`src/rtl/decode_pkg.sv`:
```
// Shared RISC-V decode constants: major opcodes, out_op bit positions and immediate formats.
package decode_pkg;

  localparam logic [6:0] OPC_LUI     = 7'b0110111;
  localparam logic [6:0] OPC_AUIPC   = 7'b0010111;
  localparam logic [6:0] OPC_JAL     = 7'b1101111;
  localparam logic [6:0] OPC_JALR    = 7'b1100111;
  localparam logic [6:0] OPC_BRANCH  = 7'b1100011;
  localparam logic [6:0] OPC_LOAD    = 7'b0000011;
  localparam logic [6:0] OPC_STORE   = 7'b0100011;
  localparam logic [6:0] OPC_ARITH   = 7'b0110011;
  localparam logic [6:0] OPC_ARITHI  = 7'b0010011;
  localparam logic [6:0] OPC_SYSTEM  = 7'b1110011;
  localparam logic [6:0] OPC_ARITHW  = 7'b0111011;
  localparam logic [6:0] OPC_ARITHIW = 7'b0011011;

  localparam int OP_LUI     = 0;
  localparam int OP_AUIPC   = 1;
  localparam int OP_JAL     = 2;
  localparam int OP_JALR    = 3;
  localparam int OP_BRANCH  = 4;
  localparam int OP_LOAD    = 5;
  localparam int OP_STORE   = 6;
  localparam int OP_ARITH   = 7;
  localparam int OP_ARITHI  = 8;
  localparam int OP_SYSTEM  = 9;
  localparam int OP_ARITHW  = 10;
  localparam int OP_ARITHIW = 11;
  localparam int OP_W       = 12;

  typedef enum logic [2:0] {
    IMM_NONE,
    IMM_I,
    IMM_S,
    IMM_B,
    IMM_U,
    IMM_J
  } imm_type_e;

  function automatic logic [7:0] onehot3(input logic [2:0] v);
    onehot3 = 8'b1 << v;
  endfunction

endpackage

```
`src/rtl/decode_comb.sv`:
```
// Pure combinational instruction decoder: op class, funct flags, register fields,
// sign-extended immediate and legality under the XLEN / M-extension configuration.
module decode_comb
  import decode_pkg::*;
#(
  parameter int XLEN  = 32,
  parameter int HAS_M = 0
) (
  input  logic [31:0]     instr_i,
  output logic [OP_W-1:0] op_o,
  output logic [7:0]      funct3_o,
  output logic            f7_alt_o,
  output logic            f7_m_o,
  output logic [4:0]      rs1_o,
  output logic [4:0]      rs2_o,
  output logic [4:0]      rd_o,
  output logic [XLEN-1:0] imm_o,
  output logic            illegal_o
);

  localparam bit RV32 = (XLEN == 32);

  logic [6:0]      opcode;
  logic [2:0]      funct3;
  logic [6:0]      funct7;
  logic            f7_ok;
  logic            shamt_hi_ok;
  logic            is_shift;
  logic            bad;
  logic [OP_W-1:0] op_raw;
  imm_type_e       imm_type;
  logic [31:0]     imm32;

  assign opcode = instr_i[6:0];
  assign funct3 = instr_i[14:12];
  assign funct7 = instr_i[31:25];

  assign funct3_o = onehot3(funct3);
  assign f7_alt_o = (funct7 == 7'b0100000);
  assign f7_m_o   = (funct7 == 7'b0000001);
  assign rs1_o    = instr_i[19:15];
  assign rs2_o    = instr_i[24:20];
  assign rd_o     = instr_i[11:7];

  always_comb begin
    f7_ok = (funct7 == 7'b0000000)
         || (funct7 == 7'b0100000 && (funct3 == 3'b000 || funct3 == 3'b101))
         || (funct7 == 7'b0000001 && HAS_M != 0);
    shamt_hi_ok = (instr_i[31:26] == 6'b000000) || (instr_i[31:26] == 6'b010000);
    is_shift    = (funct3 == 3'b001) || (funct3 == 3'b101);
    op_raw      = '0;
    imm_type    = IMM_NONE;
    bad         = 1'b0;
    case (opcode)
      OPC_LUI:    begin op_raw[OP_LUI]   = 1'b1; imm_type = IMM_U; end
      OPC_AUIPC:  begin op_raw[OP_AUIPC] = 1'b1; imm_type = IMM_U; end
      OPC_JAL:    begin op_raw[OP_JAL]   = 1'b1; imm_type = IMM_J; end
      OPC_JALR: begin
        op_raw[OP_JALR] = 1'b1;
        imm_type        = IMM_I;
        bad             = (funct3 != 3'b000);
      end
      OPC_BRANCH: begin
        op_raw[OP_BRANCH] = 1'b1;
        imm_type          = IMM_B;
        bad               = (funct3 == 3'b010) || (funct3 == 3'b011);
      end
      OPC_LOAD: begin
        op_raw[OP_LOAD] = 1'b1;
        imm_type        = IMM_I;
        bad             = (funct3 == 3'b111)
                       || (RV32 && (funct3 == 3'b011 || funct3 == 3'b110));
      end
      OPC_STORE: begin
        op_raw[OP_STORE] = 1'b1;
        imm_type         = IMM_S;
        bad              = funct3[2] || (RV32 && funct3[1] && funct3[0]);
      end
      OPC_ARITH: begin
        op_raw[OP_ARITH] = 1'b1;
        bad              = !f7_ok;
      end
      OPC_ARITHI: begin
        op_raw[OP_ARITHI] = 1'b1;
        imm_type          = IMM_I;
        // RV64 uses instr[25] as shamt[5]; RV32 has only a 5-bit shamt
        bad               = is_shift && (!shamt_hi_ok || (RV32 && instr_i[25]));
      end
      OPC_SYSTEM: op_raw[OP_SYSTEM] = 1'b1;
      OPC_ARITHW: begin
        op_raw[OP_ARITHW] = 1'b1;
        bad               = RV32 || !f7_ok;
      end
      OPC_ARITHIW: begin
        op_raw[OP_ARITHIW] = 1'b1;
        imm_type           = IMM_I;
        bad                = RV32
                          || (is_shift && !(funct7 == 7'b0000000 || funct7 == 7'b0100000));
      end
      default: bad = 1'b1;
    endcase
    if (opcode[1:0] != 2'b11) bad = 1'b1;
    if (bad) begin
      op_raw   = '0;
      imm_type = IMM_NONE;
    end
  end

  always_comb begin
    case (imm_type)
      IMM_I:   imm32 = {{20{instr_i[31]}}, instr_i[31:20]};
      IMM_S:   imm32 = {{20{instr_i[31]}}, instr_i[31:25], instr_i[11:7]};
      IMM_B:   imm32 = {{19{instr_i[31]}}, instr_i[31], instr_i[7], instr_i[30:25],
                        instr_i[11:8], 1'b0};
      IMM_U:   imm32 = {instr_i[31:12], 12'b0};
      IMM_J:   imm32 = {{11{instr_i[31]}}, instr_i[31], instr_i[19:12], instr_i[20],
                        instr_i[30:21], 1'b0};
      default: imm32 = '0;
    endcase
  end

  assign op_o      = op_raw;
  assign illegal_o = bad;
  assign imm_o     = XLEN'($signed(imm32));

endmodule

```
`src/rtl/decode_stage.sv`:
```
// Registered decode stage between fetch and execute: valid/ready handshake,
// main entry plus optional skid entry so in_ready can come straight from a flop.
module decode_stage
  import decode_pkg::*;
#(
  parameter int XLEN  = 32,
  parameter int HAS_M = 0,
  parameter int SKID  = 1
) (
  input  logic            clk,
  input  logic            rst,
  input  logic            flush,
  input  logic            in_valid,
  output logic            in_ready,
  input  logic [31:0]     in_instr,
  input  logic [XLEN-1:0] in_pc,
  output logic            out_valid,
  input  logic            out_ready,
  output logic [XLEN-1:0] out_pc,
  output logic [XLEN-1:0] out_imm,
  output logic [11:0]     out_op,
  output logic [7:0]      out_funct3,
  output logic            out_f7_alt,
  output logic            out_f7_m,
  output logic [4:0]      out_rs1,
  output logic [4:0]      out_rs2,
  output logic [4:0]      out_rd,
  output logic            out_illegal
);

  if (XLEN != 32 && XLEN != 64) begin : g_bad_xlen
    $error("decode_stage: XLEN must be 32 or 64");
  end

  localparam int PW = 2 * XLEN + OP_W + 8 + 2 + 15 + 1;

  logic [OP_W-1:0] dec_op;
  logic [7:0]      dec_f3;
  logic            dec_alt;
  logic            dec_m;
  logic [4:0]      dec_rs1;
  logic [4:0]      dec_rs2;
  logic [4:0]      dec_rd;
  logic [XLEN-1:0] dec_imm;
  logic            dec_ill;
  logic [PW-1:0]   dec_pl;

  logic [PW-1:0]   main_q, main_d;
  logic [PW-1:0]   skid_q, skid_d;
  logic            valid_q, valid_d;
  logic            skid_valid_q, skid_valid_d;
  logic            in_ready_q, in_ready_d;
  logic            accept;
  logic            drain;

  decode_comb #(.XLEN(XLEN), .HAS_M(HAS_M)) u_decode_comb (
    .instr_i   (in_instr),
    .op_o      (dec_op),
    .funct3_o  (dec_f3),
    .f7_alt_o  (dec_alt),
    .f7_m_o    (dec_m),
    .rs1_o     (dec_rs1),
    .rs2_o     (dec_rs2),
    .rd_o      (dec_rd),
    .imm_o     (dec_imm),
    .illegal_o (dec_ill)
  );

  assign dec_pl = {in_pc, dec_imm, dec_op, dec_f3, dec_alt, dec_m,
                   dec_rs1, dec_rs2, dec_rd, dec_ill};

  assign in_ready = (SKID != 0) ? in_ready_q : (!valid_q || out_ready);
  assign accept   = in_valid && in_ready;
  assign drain    = valid_q && out_ready;

  always_comb begin
    main_d       = main_q;
    skid_d       = skid_q;
    valid_d      = valid_q;
    skid_valid_d = skid_valid_q;
    if (flush) begin
      valid_d      = 1'b0;
      skid_valid_d = 1'b0;
    end else if (SKID != 0) begin
      // in_ready is low while the skid entry is full, so no accept can coincide here
      if (drain && skid_valid_q) begin
        main_d       = skid_q;
        skid_valid_d = 1'b0;
      end else if (accept && (!valid_q || drain)) begin
        main_d  = dec_pl;
        valid_d = 1'b1;
      end else if (accept) begin
        skid_d       = dec_pl;
        skid_valid_d = 1'b1;
      end else if (drain) begin
        valid_d = 1'b0;
      end
    end else begin
      if (accept) begin
        main_d  = dec_pl;
        valid_d = 1'b1;
      end else if (drain) begin
        valid_d = 1'b0;
      end
    end
    in_ready_d = !skid_valid_d;
  end

  always_ff @(posedge clk) begin
    if (rst) begin
      main_q       <= '0;
      skid_q       <= '0;
      valid_q      <= 1'b0;
      skid_valid_q <= 1'b0;
      in_ready_q   <= 1'b1;
    end else begin
      main_q       <= main_d;
      skid_q       <= skid_d;
      valid_q      <= valid_d;
      skid_valid_q <= skid_valid_d;
      in_ready_q   <= in_ready_d;
    end
  end

  assign out_valid = valid_q;
  assign {out_pc, out_imm, out_op, out_funct3, out_f7_alt, out_f7_m,
          out_rs1, out_rs2, out_rd, out_illegal} = main_q;

endmodule
```
`config.mk`:
```
export PLATFORM = sky130hd
export DESIGN_NAME = decode_stage
export DESIGN_NICKNAME = d
export VERILOG_FILES = /design/src/rtl/decode_pkg.sv /design/src/rtl/decode_comb.sv /design/src/rtl/decode_stage.sv
export SDC_FILE = /design/constraint.sdc
export NUM_CORES = 1
export LEC_CHECK = 0
export ABC_AREA = 0
export BUFFER_PORTS_ARGS = -buffer_cell sky130_fd_sc_hd__buf_2
export CORE_ASPECT_RATIO = 0.7
export CORE_MARGIN = 4
export CORE_UTILIZATION = 55
export DETAILED_ROUTE_END_ITERATION = 16
export GPL_ROUTABILITY_DRIVEN = 0
export PLACE_DENSITY = 0.77
export SYNTH_ARGS = -nofsm -noshare
export SYNTH_HDL_FRONTEND = slang
export SYNTH_SLANG_ARGS = --single-unit
```
`constraint.sdc`:
```
create_clock -name clk -period 2.55 [get_ports clk]
set_input_delay 0.51 -clock clk [delete_from_list [all_inputs] [get_ports clk]]
set_output_delay 0.51 -clock clk [all_outputs]
set_load 0.03 [all_outputs]
```
==> summary.txt, run 1 <==
Run status
  • Status: finished clean

Drt
  • Post-DR wirelength/cell: around 17 um
  • DRC Markers: 0
  • Total routed wirelength: about 24 mm
  • DRT Pass-1 Iters: 5
  • Total number of vias: around 8400
  • Vias per cell: about 6
  • DR iter-0 viols: between 900 and 1000
  • Post-DRT Antenna Nets: 0

Power and ir drop
  • P_leak: 4.05 nW
  • PD cells: just under 700 nW/um^2
  • Total power draw: 7.17 mW
  • Internal Dissipation: ~5.3 mW
  • Worst vdd ir: between 0.0004 and 0.0005 V
  • Combinational group share of total power: about an eighth
  • Clock network power share: 40.8%
  • Switching power of the nets: 1.87 mW
  • Sw Share: 26.1%
  • Sequential power share: about 48%

Job
  • Max Cap Viol: 0

Min path
  • Worst hold start: in_pc[5]
  • Hold Crit Class: in -> reg

Critical path
  • Worst setup path start: in_instr[6]
  • Critical path endpoint category: flop
  • Critical R2R Launch: skid_valid_q
  • CP Data Arrival Time: around 2600 ps
  • Peak fanout along the critical path: 11
  • Data required time at the worst endpoint: about 2900 ps
  • WS Path Type: in -> reg
  • Crit path launch type: input port

Floorplanning
  • Overall die height: 113 um
  • Initial Util: 56.1%
  • # rows: 38
  • Io pins: between 150 and 200
  • Die Width: between 150 and 200 um
  • Core area: 15500 sq um
  • Die area: roughly 18000 sq um

CTS
  • Clock-pin slew on the worst setup and hold paths: approximately 70 ps
  • Cts hold-fix bufs: 0
  • CTS tree: built
  • Clock insertion delay at the later pin of the skew report: 500 ps
  • Clock tree buffer depth: 3
  • Postcts setup bufs: 0
  • Post-CTS sizing: 0
  • Root buf cell: clkbuf_16
  • H-tree levels: 1
  • CTS buffer count: 20
  • Clock sink total: 207

STA
  • Setup Skew: between 10 and 15 ps
  • Final setup violation count: 0
  • Final hold viol count: 0
  • Final TNS setup: 0 ps
  • Min Tclk post-route: around 2300 ps
  • Max_slew headroom: between 30% and 40%
  • Hold slack: roughly 260 ps
  • Period utilisation layout: between 90% and 100%
  • Unrepaired setup endpoints after global routing: no
  • Fmax: between 400 and 500 MHz
  • Final Max Slew Viols: 0
  • Worst Tran Pin Value: 990 ps

GRT
  • Routing usage on met1: approximately two fifths
  • First-pass GRT wire length: roughly 39 mm
  • Most used routing layer: met1
  • M2 GR Usage: 38.7%
  • Initial antenna violation count: 0
  • Number of global-route vias before repair: 7479
  • Met3 Track Usage GR: around 4.5%
  • Gr ovfl total: 0
  • Largest net degree at the start of global routing: around 160
  • Total Routing Usage GR: around a quarter

Cells and area
  • Most frequent cells in the layout: 269 x nand2_1, 207 x dfxtp_1, 171 x buf_2
  • Diode count: 0
  • Final layout net count: about 1300
  • Layout cell share with drive strength beyond 1: a little under a quarter
  • Most common cell after layout, fill and taps aside: nand2_1
  • Layout Cells excl Fill: approximately 1400
  • Synth-to-Final Area Change: 21.3%

Synthesis
  • Post-Syn Nets: roughly 1100
  • Syn. warnings: 0
  • Ys flop type: dfxtp_1
  • Syn_area_per_cell: approximately 8.1 sq um
  • Synth unique cells: slightly below 60
  • Async set or reset register ratio after synthesis: 0%
  • Syn Inst Count: 1074
  • Synth Register Bits: ~210
  • Post-synth EDFFs: 0
  • Seq/Total Area, Yosys: between 40% and 50%
  • Synthesized area: around 8700 sq um

Placement
  • Cell count after placement: around 1400
  • I/O Buffers: 172
  • DPL Wire Length: 15.5 mm
worst max-delay path, cell delays in order:
cell	delay, ps
buf_2	100
or2_2	310
or4_1	500
o211ai_2	140
nor3_4	70
a21oi_1	790
a221oi_1	220
kinds of logic after synthesis:
| logic type | share of synthesized area, % |
|---|---|
| buffers and inverters | 4.46 |
| DFF | 47.7 |
| muxes | 0.590 |
| and+or+nand+nor | 25.0 |
| xor gates and xnor gates | 0.101 |
| AOI/OAI and AO/OA | 22.2 |
power by group through the flow:
| stage | Sequential [mW] | Combinational, mW | Clock, mW |
|---|---|---|---|
| final | 3.40 | 0.840 | 2.92 |
| after global routing | 3.41 | 0.911 | 3.09 |
| after CTS | 3.40 | 0.840 | 2.97 |
| after detailed placement | 3.47 | 0.839 | 0 |
| after global placement | 3.47 | 0.828 | 0 |
| after floorplan | 3.66 | 0.336 | 0 |
layout make-up:
type	instances	area [sq um]
fill	1300	4960
clock inverter	6	57.6
tap	200	250
inverter	3	11.3
timing repair buffer	218	1290
multi-input combinational	768	4210
clock buffer	28	582
sequential	207	4140
layer usage:
metal / wire length, um / vias up
li1: - / 4074
met1: 11300 / 3897
met2: 10400 / 354
met3: 2290 / 36
met4: 343 / 0
met5: 0 / -
sequential cells by signal, indices dropped and copies added, names as in the netlist:
register,cells
skid_valid_q,1
out_valid,1
in_ready,1
skid_q,102
main_q,102
cells in the mapped netlist (5+ instances only):
cell	n	share of area, %
a221oi_1	17	1.7
a22o_1	10	1.0
dfxtp_1	207	48
a21oi_1	92	5.3
a311oi_1	57	5.7
clkbuf_1	88	3.8
nand3_1	33	1.9
and3_1	5	0.36
a211oi_2	18	2.6
o21ai_0	22	1.3
or3_1	10	0.72
nor2_1	116	5.0
nand4_1	5	0.36
nand2b_1	7	0.50
a211oi_1	28	2.4
nor4_1	5	0.36
nand2_1	269	12
nor3_1	24	1.4
path summary, 6_finish.rpt:
| path | end | slack, ps | cells after the start |
|---|---|---|---|
| worst max-delay path | main_q[61] | 250 | 7 |
| worst min-delay path | skid_q[75] | 260 | 3 |
| worst max register to register | main_q[61] | 310 | 5 |
| worst min register to register | skid_q[69] | 440 | 2 |
metrics by stage:
stage / cell area (sq um) / worst slack (ps) / utilization (%)
2_1_floorplan: 8690 / 188 / -
3_3_place_gp: 9900 / -195 / 63.9
3_5_place_dp: 9900 / -231 / 63.9
4_1_cts: 10500 / 300 / 68.0
5_1_grt: 10500 / 88.6 / 68.0
6_report: 10500 / 248 / 68.0
Note: power is estimated with default switching activity, not from simulation.
==> run 2: changes to the inputs <==
--- a/config.mk
+++ b/config.mk
@@ -13,6 +13,7 @@
 export DETAILED_ROUTE_END_ITERATION = 16
 export GPL_ROUTABILITY_DRIVEN = 0
 export PLACE_DENSITY = 0.77
+export RECOVER_POWER = 25
 export SYNTH_ARGS = -nofsm -noshare
 export SYNTH_HDL_FRONTEND = slang
 export SYNTH_SLANG_ARGS = --single-unit
==> run 2 against run 1 <==
Effect of this change:
- sequential share of layout area grew 0.35 points
- critical path depth shrank 2
- worst hold slack lost 2.0 ps
- via count grew 0.44%
==> summary.txt, run 2 (synthesis gave the netlist of run 1 again) <==
CTS
  • Root buf cell: clkbuf_16
  • H-tree levels: 1
  • CTS tree: built
  • Clock-pin slew on the worst setup and hold paths: approximately 60 ps
  • Clock insertion delay at the later pin of the skew report: around 500 ps
  • Cts hold-fix bufs: 0
  • Clock tree buffer depth: 3
  • Postcts setup bufs: 0
  • CTS buffer count: 20
  • Clock sink total: between 200 and 250
  • Post-CTS sizing: 0

STA
  • Final setup violation count: 0
  • Max_slew headroom: ~35%
  • Setup Skew: about 12 ps
  • Period utilisation layout: 93.7%
  • Min Tclk post-route: 2390 ps
  • Fmax: 418 MHz
  • Final Max Slew Viols: 0
  • Unrepaired setup endpoints after global routing: no
  • Final TNS setup: 0 ps
  • Worst Tran Pin Value: approximately 970 ps
  • Hold slack: about 260 ps
  • Final hold viol count: 0

Placement
  • Area after DPL: around 10000 sq um
  • I/O Buffers: around 170
  • DPL Wire Length: 15.5 mm

Drt
  • DRT Pass-1 Iters: 5
  • Post-DRT Antenna Nets: 0
  • Vias per cell: 5.87
  • Post-DR wirelength/cell: 17.1 um
  • Total routed wirelength: between 20 and 25 mm
  • Total number of vias: 8398
  • DR iter-0 viols: 840
  • DRC Markers: 0

Floorplanning
  • Core area: 15500 sq um
  • # rows: 38
  • Die area: between 15000 and 20000 sq um
  • Overall die height: around 110 um
  • Initial Util: a little under three fifths
  • Die Width: 158 um
  • Io pins: 173

Critical path
  • Critical path endpoint category: flop
  • Crit path launch type: flop
  • Slowest CP cell: a21oi_2
  • Peak fanout along the critical path: 11
  • CP Data Arrival Time: around 2700 ps
  • CP Cell Sequence: clkbuf_1 > nand3_1 > or3_2 > a21oi_2 > a211oi_1
  • Slowest stage delay, CP: roughly 640 ps
  • Data required time at the worst endpoint: slightly below 3000 ps
  • R2R depth: 5
  • WS Path Type: reg -> reg

Cells and area
  • Most common cell after layout, fill and taps aside: nand2_1
  • Diode count: 0
  • Final layout net count: around 1300
  • Regs by FF count: main_q x102, skid_q x102
  • Most frequent cells in the layout: 269 x nand2_1, 207 x dfxtp_1, 115 x nor2_1
  • Filler cell count in the final layout: 1352
  • Synth-to-Final Area Change: 20.2%
  • Layout cell share with drive strength beyond 1: between 10% and 20%
  • Fin area: 10400 sq um

Power and ir drop
  • PD cells: 685 nW/um^2
  • P_leak: around 3.8 nW
  • Total power draw: between 7 and 8 mW
  • Worst vdd ir: ~0.00042 V

Min path
  • Hold Path Cell Cnt: 3
  • Hold Crit Class: in -> reg

GRT
  • Number of global-route vias before repair: 7479
  • Gr ovfl total: 0
  • First-pass GRT wire length: just under 40 mm
  • Total Routing Usage GR: approximately a quarter
  • Largest net degree at the start of global routing: 159
  • Initial antenna violation count: 0

Job
  • Max Cap Viol: 0

Run status
  • Status: finished clean
## run 2: cell types whose count changed in the layout (fill, tap and decap cells not counted)
cell	previous run	this run
clkbuf_1	4	77
buf_2	171	99
buf_4	40	39
## run 2: final cells by class
type                    count  area [sq um]  share of cell area, %
repair buffers            218          1190                   11.4
clock buffers              28           582                   5.57
clock inverters             6          57.6                  0.551
well taps                 200           250                   2.40
inverters                   3          11.3                  0.108
flip-flops and latches    207          4140                   39.7
multi-input cells         768          4210                   40.3
## run 2: final timing paths
path / startpoint / to / slack, ps
hold / removal: in_pc[5] / skid_q[75] / 260
setup reg to reg: out_valid / skid_q[68] / 160
hold reg to reg: skid_q[69] / skid_q[69] / 440
setup / recovery: out_valid / skid_q[68] / 160
## run 2: worst max-delay path, delay by kind of cell, from the launching register on
| family | cells | cell delay (ps) |
|---|---|---|
| simple gates | 2 | 730 |
| compound gates | 2 | 820 |
| buf+inv | 1 | 360 |
| flops | 1 | 330 |
## run 2: layer usage
layer	global-route usage [%]	wire (um)	share of wire, %
met3	4.55	2130	8.7
met5	0	0	0
met1	40.7	11500	47
met4	4.20	302	1.2
met2	38.7	10500	43
## run 2: per-stage QoR
stage | cells | setup slack (ps) | util, %
floorplan | 1074 | 188 | -
finish | 1430 | 159 | 67.4
global placement | 1396 | -195 | 63.9
detailed placement | 1396 | -231 | 63.9
CTS | 1430 | 300 | 68.0
global route | 1430 | 58.7 | 67.4
## run 2: power breakdown
| group | leakage [nW] | switching, mW | total [mW] | internal (mW) |
|---|---|---|---|---|
| Sequential | 1.68 | 0.0637 | 3.41 | 3.34 |
| Clock | 0.315 | 1.24 | 2.93 | 1.69 |
| Combinational | 1.76 | 0.577 | 0.822 | 0.245 |
| Total | 3.76 | 1.88 | 7.16 | 5.28 |
==> run 3: changes to the inputs <==
--- a/config.mk
+++ b/config.mk
@@ -12,8 +12,10 @@
 export CORE_UTILIZATION = 55
 export DETAILED_ROUTE_END_ITERATION = 16
 export GPL_ROUTABILITY_DRIVEN = 0
+export MAX_ROUTING_LAYER = met4
 export PLACE_DENSITY = 0.77
 export RECOVER_POWER = 25
+export REMOVE_ABC_BUFFERS = 1
 export SYNTH_ARGS = -nofsm -noshare
 export SYNTH_HDL_FRONTEND = slang
 export SYNTH_SLANG_ARGS = --single-unit
==> run 3 against run 2 <==
Effect of this change:
- sequential share of layout area down 0.33 points
- total power up 3.0%
- worst hold slack worse by 0.89 ps
- global-route usage up 1.2 points
- clock skew down 1.2 ps
- via count down 0.73%
- final cell count up 0.21%
- flip-flop and latch count unchanged
- register-to-register slack better by 100 ps
- critical path type unchanged
==> summary.txt, run 3 (synthesis gave the netlist of run 1 again) <==
Critical path
  • CP Data Arrival Time: between 2000 and 3000 ps
  • Critical path endpoint category: flop
  • Slowest CP cell: a21oi_2
  • Slowest stage delay, CP: 610 ps
  • Worst Path Buf+Inv: 1
  • Data required time at the worst endpoint: approximately 2900 ps
  • Kind of cell adding the most delay to the critical path: compound AO/OA/AOI/OAI gates
  • WS Path Type: reg -> reg
  • CP Cell Sequence: clkbuf_1 > nand3_1 > or3_4 > a21oi_2 > a211oi_1
  • Peak fanout along the critical path: 17
  • Crit path launch type: flop

CTS
  • Clock sink total: approximately 210
  • Clock tree buffer depth: 3
  • Postcts setup bufs: 0
  • H-tree levels: 1
  • Root buf cell: clkbuf_16
  • Cts hold-fix bufs: 0
  • CTS buffer count: 20
  • Clock-pin slew on the worst setup and hold paths: about 60 ps
  • Clock insertion delay at the later pin of the skew report: between 400 and 500 ps
  • Post-CTS sizing: 0
  • CTS tree: built

GRT
  • Total Routing Usage GR: a little over a quarter
  • Gr ovfl total: 0
  • First-pass GRT wire length: 39.5 mm
  • Number of global-route vias before repair: approximately 7700
  • Initial antenna violation count: 0
  • Largest net degree at the start of global routing: 68

Cells and area
  • Regs by FF count: main_q x102, skid_q x102
  • Most frequent cells in the layout: 269 x nand2_1, 207 x dfxtp_1, 115 x nor2_1
  • Synth-to-Final Area Change: 21.2%
  • Fin util: 68.0%
  • Final layout net count: 1288
  • Most common cell after layout, fill and taps aside: nand2_1
  • Layout cell share with drive strength beyond 1: between 10% and 20%

Power and ir drop
  • Sw Share: around a quarter
  • Internal Dissipation: between 5 and 6 mW
  • P_leak: between 3 and 4 nW
  • Switching power of the nets: between 1.5 and 2 mW
  • Worst vdd ir: between 0.0003 and 0.0004 V
  • Clock network power share: a little over two fifths
  • Combinational group share of total power: between 10% and 20%
  • PD cells: 700 nW/um^2
  • Sequential power share: approximately 46%
  • Total power draw: about 7.4 mW

Placement
  • DPL Wire Length: 15.6 mm
  • Post-Place Worst Slack: -140 ps
  • I/O Buffers: between 150 and 200

STA
  • Unrepaired setup endpoints after global routing: no
  • Period utilisation layout: about nine tenths
  • Final hold viol count: 0
  • Max_slew headroom: roughly half
  • Final setup violation count: 0
  • Fmax: approximately 440 MHz
  • Final Max Slew Viols: 0
  • Final TNS setup: 0 ps
  • Worst Slack Setup Final: roughly 260 ps
  • Worst Tran Pin Value: approximately 750 ps
  • Min Tclk post-route: ~2300 ps
  • Setup Skew: 11.2 ps

Drt
  • DRT Pass-1 Iters: 5
  • Total routed wirelength: 24.4 mm
  • DRC Markers: 0
  • Post-DR wirelength/cell: between 15 and 20 um
  • DR iter-0 viols: roughly 770
  • Vias per cell: 5.82
  • Post-DRT Antenna Nets: 0
  • Total number of vias: 8337

Min path
  • Hold Crit Class: in -> reg

Floorplanning
  • Die area: ~18000 sq um
  • Initial Util: 56.1%
  • Core area: 15500 sq um
  • Overall die height: between 100 and 150 um
  • # rows: 38
  • Io pins: around 170
  • Die Width: 158 um

Job
  • Max Cap Viol: 0

Run status
  • Status: finished clean
-- run 3: path summary, 6_finish.rpt --
path	start	depth (start not counted)	endpoint	slack (ps)
setup / recovery	out_valid	5	skid_q[68]	260
hold / removal	in_pc[12]	3	skid_q[82]	260
setup reg to reg	out_valid	5	skid_q[68]	260
hold reg to reg	skid_q[69]	2	skid_q[69]	450
-- run 3: power groups by stage --
stage               clock [mW]  sequential (mW)  combinational (mW)
floorplan                    0             3.66               0.309
global placement             0             3.47               0.832
detailed placement           0             3.47               0.842
CTS                       3.18             3.40               0.846
global route              3.33             3.42               0.900
finish                    3.14             3.41               0.828
-- run 3: routing by layer --
layer | track usage (%) | vias to the layer above | wire [um]
met5 | - | - | 0
met4 | 5.11 | 0 | 318
met3 | 4.13 | 29 | 2230
met2 | 40.3 | 372 | 10700
met1 | 40.6 | 3871 | 11200
li1 | - | 4065 | -
-- run 3: area by class of cell --
class | instances | area [sq um]
antenna | 1 | 2.50
clock buffer | 31 | 633
clock inverter | 4 | 70.1
fill | 1333 | 4970
inverter | 3 | 11.3
multi-input combinational | 768 | 4210
sequential | 207 | 4140
tap | 200 | 250
timing repair buffer | 219 | 1210
-- run 3: tightest hold or removal path, cell delays in order --
cell	delay [ps]
buf_2	110
nand2_1	50
a21oi_1	50
-- run 3: through the flow --
step / std cells / instance area [sq um] / hold WS (ps)
after global routing: 1432 / 10500 / 256
after global placement: 1397 / 9920 / 428
after CTS: 1432 / 10600 / 255
final: 1433 / 10500 / 261
after floorplan: 978 / 8310 / 415
after detailed placement: 1397 / 9920 / 438
